File: config.mk
export PLATFORM = sky130hd
export DESIGN_NAME = clk_div_100ms
export DESIGN_NICKNAME = d
export VERILOG_FILES = /design/src/rtl/clk_pkg.sv /design/src/rtl/period_toggle.sv /design/src/rtl/clk_div_100ms.sv
export SDC_FILE = /design/constraint.sdc
export NUM_CORES = 1
export LEC_CHECK = 0
export CORE_MARGIN = 8
export CORE_UTILIZATION = 54
export DETAILED_ROUTE_END_ITERATION = 8
export GPL_TIMING_DRIVEN = 0
export PLACE_DENSITY_LB_ADDON = 0.3
export SLEW_MARGIN = 25
export SYNTH_ARGS = -nofsm -noshare
export SYNTH_HDL_FRONTEND = slang
export SYNTH_SLANG_ARGS = --single-unit
File: constraint.sdc
create_clock -name clk -period 2.35 [get_ports clk]
set_input_delay 0.3525 -clock clk [delete_from_list [all_inputs] [get_ports clk]]
set_output_delay 0.3525 -clock clk [all_outputs]
set_load 0.05 [all_outputs]
File: src/rtl/clk_pkg.sv
// clk_pkg: constants and helpers shared by the clock-derivation block.
//   DEFAULT_CLK_FREQ_HZ / DEFAULT_PERIOD_MS : default parameter values
//   full_count / half_count                 : clocks per output period / half period
//   counter_width                           : half-period counter width (minimum 1 bit)
package clk_pkg;

    localparam longint unsigned DEFAULT_CLK_FREQ_HZ = 64'd100_000_000;
    localparam longint unsigned DEFAULT_PERIOD_MS   = 64'd100;

    // 64-bit arithmetic keeps large frequency/period products from overflowing.
    function automatic longint unsigned full_count(input longint unsigned freq_hz,
                                                   input longint unsigned period_ms);
        return (freq_hz / 64'd1000) * period_ms;
    endfunction

    function automatic longint unsigned half_count(input longint unsigned freq_hz,
                                                   input longint unsigned period_ms);
        return full_count(freq_hz, period_ms) / 64'd2;
    endfunction

    function automatic int unsigned counter_width(input longint unsigned half);
        return (half > 64'd1) ? int'($clog2(half)) : 1;
    endfunction

endpackage

File: src/rtl/period_toggle.sv
// period_toggle: 50 %-duty square wave that inverts every HALF_COUNT clocks,
// plus a registered one-cycle tick on each rising edge of the wave.
//   clk  : system clock
//   rst  : asynchronous reset, active-high
//   wave : square wave, period 2*HALF_COUNT clocks, starts low
//   tick : high for the one cycle following each 0->1 edge of wave
module period_toggle
    import clk_pkg::*;
#(
    parameter longint unsigned HALF_COUNT = 64'd5
) (
    input  logic clk,
    input  logic rst,
    output logic wave,
    output logic tick
);

    localparam int unsigned    W    = counter_width(HALF_COUNT);
    localparam logic [W-1:0]   LAST = W'(HALF_COUNT - 64'd1);

    logic [W-1:0] cnt_q, cnt_d;
    logic         wave_q, wave_d;
    logic         tick_q, tick_d;

    always_comb begin
        cnt_d  = cnt_q + W'(1);
        wave_d = wave_q;
        tick_d = 1'b0;
        if (cnt_q == LAST) begin
            cnt_d  = '0;
            wave_d = ~wave_q;
            // The wave is about to go 0->1 exactly when it is currently low.
            tick_d = ~wave_q;
        end
    end

    always_ff @(posedge clk or posedge rst) begin
        if (rst) begin
            cnt_q  <= '0;
            wave_q <= 1'b0;
            tick_q <= 1'b0;
        end else begin
            cnt_q  <= cnt_d;
            wave_q <= wave_d;
            tick_q <= tick_d;
        end
    end

    assign wave = wave_q;
    assign tick = tick_q;

endmodule

File: src/rtl/clk_div_100ms.sv
// clk_div_100ms: clock-derivation block for the game core.
//   clk        : system clock (CLK_FREQ_HZ)
//   rst        : asynchronous reset, active-high
//   clk_div    : free-running 32-bit cycle counter, wraps mod 2^32
//   clk_100ms  : 50 %-duty square wave of period PERIOD_MS
//   tick_100ms : one-cycle pulse after each rising edge of clk_100ms
module clk_div_100ms
    import clk_pkg::*;
#(
    parameter longint unsigned CLK_FREQ_HZ = DEFAULT_CLK_FREQ_HZ,
    parameter longint unsigned PERIOD_MS   = DEFAULT_PERIOD_MS
) (
    input  logic        clk,
    input  logic        rst,
    output logic [31:0] clk_div,
    output logic        clk_100ms,
    output logic        tick_100ms
);

    localparam longint unsigned FULL_COUNT = full_count(CLK_FREQ_HZ, PERIOD_MS);
    localparam longint unsigned HALF_COUNT = half_count(CLK_FREQ_HZ, PERIOD_MS);

    if ((FULL_COUNT % 64'd2 != 64'd0) || (FULL_COUNT < 64'd2)) begin : g_bad_params
        $error("clk_div_100ms: FULL_COUNT (%0d) must be even and >= 2", FULL_COUNT);
    end

    logic [31:0] clk_div_q, clk_div_d;

    always_comb begin
        clk_div_d = clk_div_q + 32'd1;
    end

    always_ff @(posedge clk or posedge rst) begin
        if (rst) begin
            clk_div_q <= '0;
        end else begin
            clk_div_q <= clk_div_d;
        end
    end

    assign clk_div = clk_div_q;

    period_toggle #(
        .HALF_COUNT(HALF_COUNT)
    ) u_period_toggle (
        .clk  (clk),
        .rst  (rst),
        .wave (clk_100ms),
        .tick (tick_100ms)
    );

endmodule

Word-level counts from Yosys, hierarchy flattened
Cells that the tools add are included.
{"block": "word_totals", "wordCells": 10, "latch_bits": 0, "output_inout_bits": 34, "mem_count": 0, "rom_bits": 0, "ff_bits": 57, "mem_bits_rw": 0}
{"block": "op_classes", "n_bitwise": 1, "mul": 0, "n_reduce_logical": 0, "div": 0, "magnitude_cmp": 0, "mux": 2, "add_sub_neg": 2, "shifts": 0, "eq_ne": 1}
{"cell": "$add 32x1->32 const B", "count": 1}
{"cell": "$add 23x1->23 const B", "count": 1}
{"cell": "$eq 23x23->1 const B", "count": 1}
{"cell": "$mux 23", "count": 1}
{"cell": "$mux 1", "count": 1}
{"cell": "$not 1->1", "count": 1}

Logic depth before layout (Yosys ltp)
Gate-level depths: netlist of run 1.
{"block": "depth", "ltp_word": 2, "depth_mapped": 6, "mapped_depth_nobuf": 5}

Modules after synthesis
Synthesis of run 1 repeated with hierarchy kept, for this count alone.
{"block": "unflattened", "cells_unflattened": 246, "area_unflattened_um2": 2692.6}
{"module": "clk_div_100ms", "seq_area_each_um2": 800.8, "area_per_inst_um2": 1488.9, "cells_each": 129, "instances": 1}
{"module": "period_toggle", "seq_area_each_um2": 625.6, "area_per_inst_um2": 1203.7, "cells_each": 117, "instances": 1}

Least setup slack after synthesis of run 1
Ideal clock, no wire load.
{"block": "synth_timing", "path_kind": "reg-to-reg", "startpoint": "reg clk_div_q[0] (netlist: clk_div[0])", "endpoint": "reg clk_div_q[28] (netlist: clk_div[28])", "arrival_time_ns": 1.822, "t_required_ns": 2.208, "period_less_slack_ns": 1.963, "setup_slack_ns": 0.387, "path_stages_with_launch": 7, "setup_ns": 0.142, "path_cell_list": "dfrtp_1 > ha_1 > and4_1 > clkbuf_1 > and3_1 > nand4b_1 > xnor2_1"}
{"block": "synth_via", "elab_chain_len": 1}
{"element": "start: declaration", "line_no": "clk_div_100ms.sv:27", "text": "logic [31:0] clk_div_q, clk_div_d;"}
{"element": "start signal: assignment", "line_no": "clk_div_100ms.sv:37", "text": "clk_div_q <= clk_div_d;"}
{"element": "$add 32x1->32", "line_no": "clk_div_100ms.sv:30", "text": "clk_div_d = clk_div_q + 32'd1;"}
{"element": "named net clk_div_d[28]", "line_no": "clk_div_100ms.sv:27"}
The timed path passes the listed nets, and every way through them passes these cells.
A chain may end at the register's enable or synchronous reset.

Worst setup path after layout of run 1
{"block": "layout_timing", "startpoint": "reg clk_div_q[8] (netlist: clk_div[8])", "endpoint": "out clk_div[8]"}
{"element": "end: declaration", "line_no": "clk_div_100ms.sv:15", "text": "output logic [31:0] clk_div,"}
No word-level cell between the ends.

==> results of run 1 <==
-- state kept, by name (all words and copies together), names as in the netlist --
register	flops
clk_div	32
u_period_toggle.cnt_q	23
u_period_toggle.wave	1
u_period_toggle.tick	1
-- worst min path at each step --
| stage | endpoint | depth (start not counted) | from |
|---|---|---|---|
| final | clk_div[8] | 2 | rst |
| after global routing | clk_div[14] | 2 | rst |
| after CTS | clk_div[8] | 2 | rst |
| after detailed placement | u_period_toggle.cnt_q[22] | 1 | u_period_toggle.cnt_q[22] |
| after global placement | u_period_toggle.cnt_q[22] | 1 | u_period_toggle.cnt_q[22] |
| after floorplan | u_period_toggle.cnt_q[22] | 1 | u_period_toggle.cnt_q[22] |
-- cell families (layout without fill, tap and decap cells) --
| family | count (synthesis) | after routing | synth area share, % |
|---|---|---|---|
| buf+inv | 4 | 56 | 0.874 |
| compound gates | 5 | 5 | 0.971 |
| flops | 57 | 57 | 55.3 |
| xor+xnor | 48 | 48 | 16.3 |
| simple gates | 111 | 111 | 24.4 |
| fa+ha+maj | 2 | 2 | 0.971 |
| mux | 3 | 3 | 1.17 |
-- layer usage --
layer	share of wire [%]	wire length, um	GRT usage, %
met1	47	2420	18.9
met2	46	2390	23.6
met3	5.1	265	4.83
met4	2.4	127	8.25
met5	0	0	0
-- Yosys cell counts, types with 2 or more instances --
master / count
dfrtp_1: 57
xnor2_1: 34
nand3_1: 26
nand4_1: 18
nor2_1: 16
nand2_1: 15
xor2_1: 14
and3_1: 7
nor3_1: 7
and4_1: 5
o21ai_0: 4
mux2i_1: 3
nor4_1: 3
and2_1: 2
ha_1: 2
inv_1: 2
nor2_2: 2
-- metrics by stage --
step / instance area [um^2] / instances / utilization (%) / worst slack, ns / power (mW)
global placement: 3000 / 319 / 64.3 / -0.384 / 1.02
finish: 3210 / 336 / 68.9 / 0.292 / 1.90
CTS: 3210 / 336 / 68.9 / 0.278 / 1.92
floorplan: 2580 / 230 / - / 0.387 / 1.01
global route: 3210 / 336 / 68.9 / 0.230 / 1.97
detailed placement: 3020 / 320 / 64.8 / 0.501 / 1.03
-- layout make-up --
class	instances	area share, %
sequential	57	44.4
multi-input combinational	169	35.1
timing repair buffer	36	11.5
clock buffer	10	4.28
tap	54	2.10
clock inverter	6	1.79
buffer	2	0.467
inverter	2	0.312
-- power by group --
part / total [mW] / internal [mW] / switching (mW) / leakage, nW
Sequential: 0.981 / 0.981 / 0 / 0.768
Combinational: 0.0243 / 0.00525 / 0.0191 / 0.538
Clock: 0.890 / 0.510 / 0.380 / 0.102
==> impl_metrics.env, run 1 <==
export IMPL_cp_required_ns=2.00
export IMPL_worstPathCellList="clkdlybuf4s50_1"
export IMPL_grt_antenna_before_repair=0
export IMPL_critPathMaxFanout=6
export IMPL_mostFrequentLayoutCell="dfrtp_1"
export IMPL_cp_endpoint="clk_div[8]"
export IMPL_multiInputGateArea_um2=1130
export IMPL_slew_headroom_pct=43.9
export IMPL_antenna_left=0
export IMPL_startpoint="clk_div[8]"
export IMPL_fin_crit_sh_pct=87.6
export IMPL_ys_ff_latch=57
export IMPL_yosysWarnings=0
export IMPL_p_leak_nw=1.41
export IMPL_avgViaCountPerCell=5.51
export IMPL_die_w_um=85.1
export IMPL_reg2reg_to="clk_div[14]"
export IMPL_max_vdd_ir_drop_mv=0.396
export IMPL_die_h_um=85.1
export IMPL_worstSkewPairLatency_ns=0.33
export IMPL_clkTransAtPathRegs_ns=0.07
export IMPL_r2r_start="clk_div[0]"
export IMPL_numPortBuffers=35
export IMPL_setup_viol=0
export IMPL_reg2regPathDepth=6
export IMPL_num_antenna_cells=0
export IMPL_grt_max_degree=41
export IMPL_rsz0062_at_grt="false"
export IMPL_cp_slowest_cell="clkdlybuf4s50_1"
export IMPL_drt_iter0_markers=83
export IMPL_syn_cell_area_um2=2580
export IMPL_cts_sinks=57
export IMPL_root_buffer="clkbuf_8"
export IMPL_status="completed"
export IMPL_synth_edf_count=0
export IMPL_grt_pass1_vias=1872
export IMPL_synth_area_leaders="dfrtp_1 55%, xnor2_1 12%, nand3_1 5.0%"
export IMPL_design_die_area_um2=7240
export IMPL_max_stage_delay_ns=0.87
export IMPL_synthArstFlopShare_pct=100
export IMPL_cap_violations=0
export IMPL_synthFlopType="dfrtp_1"
export IMPL_gp_congestion=0.817
export IMPL_final_net_count=281
export IMPL_synth_top_area_share_pct=55.3
export IMPL_dr_pass1_iters=4
export IMPL_synth_seq_area_share_pct=55.3
export IMPL_drive_gt1_share_pct=8.51
export IMPL_crit_path_end_kind="output pin"
export IMPL_grt_pass1_wl_mm=8.84
export IMPL_synthCells=230
export IMPL_ff_latch_area_um2=1430
export IMPL_vias=1850
export IMPL_cts_resized=0
export IMPL_final_cell_mix="57 x dfrtp_1, 35 x clkdlybuf4s50_1, 34 x xnor2_1"
export IMPL_critPathBufInv=1
export IMPL_maxSlewViolCount=0
export IMPL_arrival_ns=1.71
export IMPL_gr_total_overflow=0
export IMPL_core_area_um2=4660
export IMPL_fmax_ghz=0.486
export IMPL_wirelength_mm=5.21
export IMPL_synth_area_per_cell_um2=11.2
export IMPL_hold_violations=0
export IMPL_dp_final_hpwl_mm=3.64
export IMPL_postCtsHoldBufs=0
export IMPL_h_tree_depth=3
export IMPL_ios=36
export IMPL_start_kind="flop"
export IMPL_cts_tree="yes"
export IMPL_skew_ns=0.00723
export IMPL_initial_utilization_pct=55.3
export IMPL_setup_tns_ns=0
export IMPL_synth_largest_area_cell="dfrtp_1"
export IMPL_fin_crit_ns=2.06
export IMPL_path_class="reg -> out"
export IMPL_area_growth_pct=24.7
export IMPL_drt_drc_violations_left=0
export IMPL_worst_slew_pin_slew_ns=0.835
export IMPL_cts_made_buffers=9
export IMPL_rrSetupSlack_ns=0.48
export IMPL_timing_hold_ws_ns=0.298
export IMPL_synth_nets=234
export IMPL_power_density_nw_per_um2=590
export IMPL_synth_cell_type_count=30
export IMPL_drt_wirelength_per_cell_um=15.5
export IMPL_path_depth=1
export IMPL_rows=25
export IMPL_hp_class="in -> async"
export IMPL_crit_family="buffers and inverters"
export IMPL_postCtsSetupRepairBufs=0
export IMPL_clock_path_buffers=2
export IMPL_gr_usage_all_layers_pct=15.4
export IMPL_fillers=350
(Power assumes the default switching activity.)
==> inputs of run 2 (changes only) <==
CTS_CLUSTER_SIZE = 24   (was not set)
SETUP_SLACK_MARGIN = 0.3   (was not set)
==> impl_metrics.env, run 2 (synthesized netlist as in run 1, its figures left out) <==
export IMPL_status="completed"
export IMPL_rows=25
export IMPL_design_die_area_um2=7240
export IMPL_dp_final_hpwl_mm=3.64
export IMPL_die_h_um=85.1
export IMPL_gr_usage_all_layers_pct=15.4
export IMPL_postCtsSetupRepairBufs=0
export IMPL_final_net_count=281
export IMPL_final_cell_mix="57 x dfrtp_1, 34 x xnor2_1, 33 x clkdlybuf4s50_1"
export IMPL_core_area_um2=4660
export IMPL_cp_slowest_cell="clkdlybuf4s50_1"
export IMPL_setup_viol=0
export IMPL_initial_utilization_pct=55.3
export IMPL_cts_tree="yes"
export IMPL_dr_pass1_iters=5
export IMPL_max_vdd_ir_drop_mv=0.397
export IMPL_numPortBuffers=35
export IMPL_rsz0062_at_grt="false"
export IMPL_wirelength_mm=5.26
export IMPL_fin_crit_sh_pct=85.2
export IMPL_arrival_ns=1.65
export IMPL_vias=1849
export IMPL_ios=36
export IMPL_worstPathCellList="clkdlybuf4s50_1"
export IMPL_cts_made_buffers=9
export IMPL_path_class="reg -> out"
export IMPL_reg2reg_to="clk_div[29]"
export IMPL_fin_crit_ns=2.00
export IMPL_skew_ns=0.00723
export IMPL_grt_pass1_wl_mm=8.84
export IMPL_largest_reg_flops=32
export IMPL_maxSlewViolCount=0
export IMPL_startpoint="clk_div[2]"
export IMPL_ff_latch_area_um2=1430
export IMPL_cp_required_ns=2.00
export IMPL_cts_sinks=57
export IMPL_power_density_nw_per_um2=590
export IMPL_crit_family="buffers and inverters"
export IMPL_gr_total_overflow=0
export IMPL_root_buffer="clkbuf_8"
export IMPL_grt_antenna_before_repair=0
export IMPL_fmax_ghz=0.499
export IMPL_area_growth_pct=24.8
export IMPL_critPathBufInv=1
export IMPL_clkTransAtPathRegs_ns=0.07
export IMPL_hp_class="in -> async"
export IMPL_timing_hold_ws_ns=0.297
export IMPL_num_antenna_cells=0
export IMPL_multiInputGateArea_um2=1130
export IMPL_critPathMaxFanout=6
export IMPL_drt_wirelength_per_cell_um=15.6
export IMPL_start_kind="flop"
export IMPL_hold_violations=0
export IMPL_drt_drc_violations_left=0
export IMPL_grt_pass1_vias=1872
export IMPL_crit_path_end_kind="output pin"
export IMPL_max_stage_delay_ns=0.86
export IMPL_p_leak_nw=1.43
export IMPL_finish_utilization_pct=69.0
export IMPL_r2r_start="clk_div[8]"
export IMPL_fillers=348
export IMPL_cap_violations=0
export IMPL_slew_headroom_pct=44.2
export IMPL_die_w_um=85.1
export IMPL_worstSkewPairLatency_ns=0.34
export IMPL_layout_setup_ws_ns=0.348
export IMPL_worst_slew_pin_slew_ns=0.830
export IMPL_preCtsSetupSlack_ns=0.501
export IMPL_mostFrequentLayoutCell="dfrtp_1"
export IMPL_drt_iter0_markers=81
export IMPL_rrSetupSlack_ns=0.52
export IMPL_grt_max_degree=41
export IMPL_avgViaCountPerCell=5.50
export IMPL_antenna_left=0
export IMPL_clock_path_buffers=2
export IMPL_drive_gt1_share_pct=8.87
export IMPL_reg2regPathDepth=5
export IMPL_gp_congestion=0.817
export IMPL_h_tree_depth=3
## run 2: how the worst max path moves through the flow
stage                  endpoint  slack, ns  cells after the start
finish               clk_div[2]       0.35                      1
global route        clk_div[10]       0.30                      1
CTS                  clk_div[9]       0.33                      1
detailed placement  clk_div[28]       0.50                      6
global placement    clk_div[26]      -0.38                      2
floorplan           clk_div[28]       0.39                      6
## run 2: layout make-up
| class | instances | share of cell area, % |
|---|---|---|
| Clock buffer | 10 | 4.28 |
| Clock inverter | 6 | 1.79 |
| Tap cell | 54 | 2.10 |
| Sequential cell | 57 | 44.4 |
| Multi-Input combinational cell | 169 | 35.1 |
| Timing Repair Buffer | 36 | 11.6 |
| Buffer | 2 | 0.506 |
| Inverter | 2 | 0.311 |
## run 2: stage by stage
stage	power (mW)	TNS [ns]	instance area [um^2]	instances
final	1.90	0	3220	336
after CTS	1.92	0	3210	336
after detailed placement	1.03	0	3020	320
after global routing	1.97	0	3220	336
after global placement	1.02	-21.81	3000	319
after floorplan	1.01	0	2580	230
## run 2: where the power goes
part	switching, mW	internal (mW)
Clock	0.382	0.510
Combinational	0.0191	0.00525
Sequential	0	0.981
## run 2: timing repair
item / in CTS / in global routing
pin swaps: 0 / 0
gates resized for setup: 1 / 3
cloned: 0 / 0
hold buffers: 0 / 0
endpoints found under the setup margin: 1 / 2
endpoints found under the hold margin: 0 / 0
## run 2: per-layer routing
metal,share of wire [%],global-route usage (%)
met5,0,0
met4,2.1,8.25
met3,4.4,4.83
met2,46,23.6
met1,47,18.9
==> inputs of run 3 (changes only) <==
ABC_AREA = 1   (was not set)
CORE_UTILIZATION = 56   (was 54)
==> impl_metrics.env, run 3 <==
export IMPL_worstPathCellList="clkdlybuf4s50_1"
export IMPL_clkTransAtPathRegs_ns=0.07
export IMPL_critPathMaxFanout=6
export IMPL_maxSlewViolCount=0
export IMPL_fmax_ghz=0.492
export IMPL_syn_cell_area_um2=3160
export IMPL_grt_use_met1_pct=21.6
export IMPL_critPathBufInv=1
export IMPL_postCtsHoldBufs=0
export IMPL_cts_resized=0
export IMPL_grt_max_degree=46
export IMPL_postCtsSetupRepairBufs=0
export IMPL_crit_path_end_kind="output pin"
export IMPL_dr_pass1_iters=4
export IMPL_cts_tree="yes"
export IMPL_cts_made_buffers=9
export IMPL_drt_iter0_markers=144
export IMPL_synth_cell_type_count=18
export IMPL_power_density_nw_per_um2=514
export IMPL_worst_slew_pin_slew_ns=0.517
export IMPL_busiest_layer="met2"
export IMPL_grt_util_met2_pct=31.8
export IMPL_slew_headroom_pct=65.4
export IMPL_initial_utilization_pct=57.7
export IMPL_placed_area_um2=3630
export IMPL_drt_drc_violations_left=0
export IMPL_avgViaCountPerCell=5.06
export IMPL_synthArstFlopShare_pct=100
export IMPL_grt_antenna_before_repair=0
export IMPL_rsz0062_at_grt="false"
export IMPL_dp_final_hpwl_mm=5.46
export IMPL_final_area_um2=3840
export IMPL_start_kind="flop"
export IMPL_largest_reg_flops=32
export IMPL_ys_ff_latch=57
export IMPL_status="completed"
export IMPL_root_buffer="clkbuf_8"
export IMPL_mostFrequentLayoutCell="nand2_1"
export IMPL_synth_seq_area_share_pct=45.2
export IMPL_p_leak_nw=1.72
export IMPL_arrival_ns=1.68
export IMPL_hold_violations=0
export IMPL_cp_required_ns=2.00
export IMPL_r2r_start="clk_div[1]"
export IMPL_clock_path_buffers=2
export IMPL_h_tree_depth=3
export IMPL_core_area_um2=5470
export IMPL_synthFlopType="dfrtp_1"
export IMPL_hp_class="in -> async"
export IMPL_synth_area_per_cell_um2=7.45
export IMPL_max_stage_delay_ns=0.86
export IMPL_fin_crit_ns=2.03
export IMPL_rrSetupSlack_ns=0.78
export IMPL_met3_usage_pct=4.94
export IMPL_synth_area_leaders="dfrtp_1 45%, nand2_1 16%, nor2_1 9.6%"
export IMPL_area_growth_pct=21.5
export IMPL_design_die_area_um2=8300
export IMPL_max_vdd_ir_drop_mv=0.354
export IMPL_worstSkewPairLatency_ns=0.33
export IMPL_antenna_left=0
export IMPL_final_cell_mix="137 x nand2_1, 81 x nor2_1, 57 x dfrtp_1"
export IMPL_grt_pass1_wl_mm=12.6
export IMPL_cp_slowest_cell="clkdlybuf4s50_1"
export IMPL_die_w_um=91.1
export IMPL_skew_ns=0.00458
export IMPL_vias=2775
export IMPL_cap_violations=0
export IMPL_setup_tns_ns=0
export IMPL_synth_largest_area_cell="dfrtp_1"
export IMPL_final_net_count=475
export IMPL_die_h_um=91.1
export IMPL_synthCells=424
export IMPL_startpoint="clk_div[24]"
export IMPL_fin_crit_sh_pct=86.5
export IMPL_rows=27
export IMPL_reg2regPathDepth=7
export IMPL_ios=36
export IMPL_cp_endpoint="clk_div[24]"
export IMPL_drive_gt1_share_pct=7.56
export IMPL_path_class="reg -> out"
export IMPL_grt_pass1_vias=2808
export IMPL_gr_total_overflow=0
export IMPL_synthMostInstantiatedCell="nand2_1"
export IMPL_yosysWarnings=0
export IMPL_numPortBuffers=35
export IMPL_synth_nets=428
export IMPL_synth_top_area_share_pct=45.2
export IMPL_setup_viol=0
export IMPL_gr_usage_all_layers_pct=18.6
export IMPL_num_antenna_cells=0
export IMPL_cts_sinks=57
export IMPL_reg2reg_to="clk_div[22]"
export IMPL_synth_edf_count=0
export IMPL_wirelength_mm=7.35
export IMPL_crit_family="buffers and inverters"
export IMPL_gp_congestion=0.952
export IMPL_synthTopCellsByCount="137 x nand2_1, 81 x nor2_1, 57 x dfrtp_1"
export IMPL_path_depth=1
export IMPL_drt_wirelength_per_cell_um=13.4
[run 3: cell type report]
cell class	count	area (um^2)
inverter	50	190
clock inverter	2	35.0
fill	467	1640
buffer	1	11.3
sequential	57	1430
multi-input combinational	316	1530
tap	72	90.1
timing repair buffer	36	378
clock buffer	14	173
[run 3: worst min path at each step]
stage	depth (start not counted)	start	to	slack, ns
2_1_floorplan	1	u_period_toggle.cnt_q[20]	u_period_toggle.cnt_q[20]	0.48
3_3_place_gp	1	u_period_toggle.wave	u_period_toggle.tick	0.47
3_5_place_dp	1	u_period_toggle.wave	u_period_toggle.tick	0.48
4_1_cts	2	rst	clk_div[2]	0.29
5_1_grt	2	rst	clk_div[6]	0.29
6_report	2	rst	clk_div[2]	0.29
[run 3: power breakdown]
part	internal, mW	switching, mW
Combinational	0.00661	0.0197
Clock	0.576	0.388
Sequential	0.981	0
[run 3: cells by family after synthesis]
logic type / count (synthesis) / synth area share [%]
adders and majority gates: 2 / 0.792
xor gates and xnor gates: 30 / 8.32
buffers and inverters: 51 / 6.30
and+or+nand+nor: 276 / 38.2
AOI/OAI and AO/OA: 8 / 1.27
DFF: 57 / 45.2
[run 3: layer usage]
layer,part of all wire [%],vias up
met4,1.8,0
met1,44,1294
met5,0,-
met3,5.0,9
met2,49,85
li1,-,1387
[run 3: per-stage QoR]
| step | hold WS [ns] | util (%) | cells | setup WS (ns) | total power [mW] |
|---|---|---|---|---|---|
| after detailed placement | 0.476 | 66.3 | 532 | 0.705 | 1.03 |
| final | 0.287 | 70.1 | 548 | 0.318 | 1.97 |
| after floorplan | 0.484 | - | 424 | 0.598 | 1.01 |
| after global routing | 0.290 | 70.1 | 548 | 0.305 | 2.03 |
| after global placement | 0.469 | 65.8 | 531 | -0.415 | 1.02 |
| after CTS | 0.290 | 70.1 | 548 | 0.341 | 1.98 |
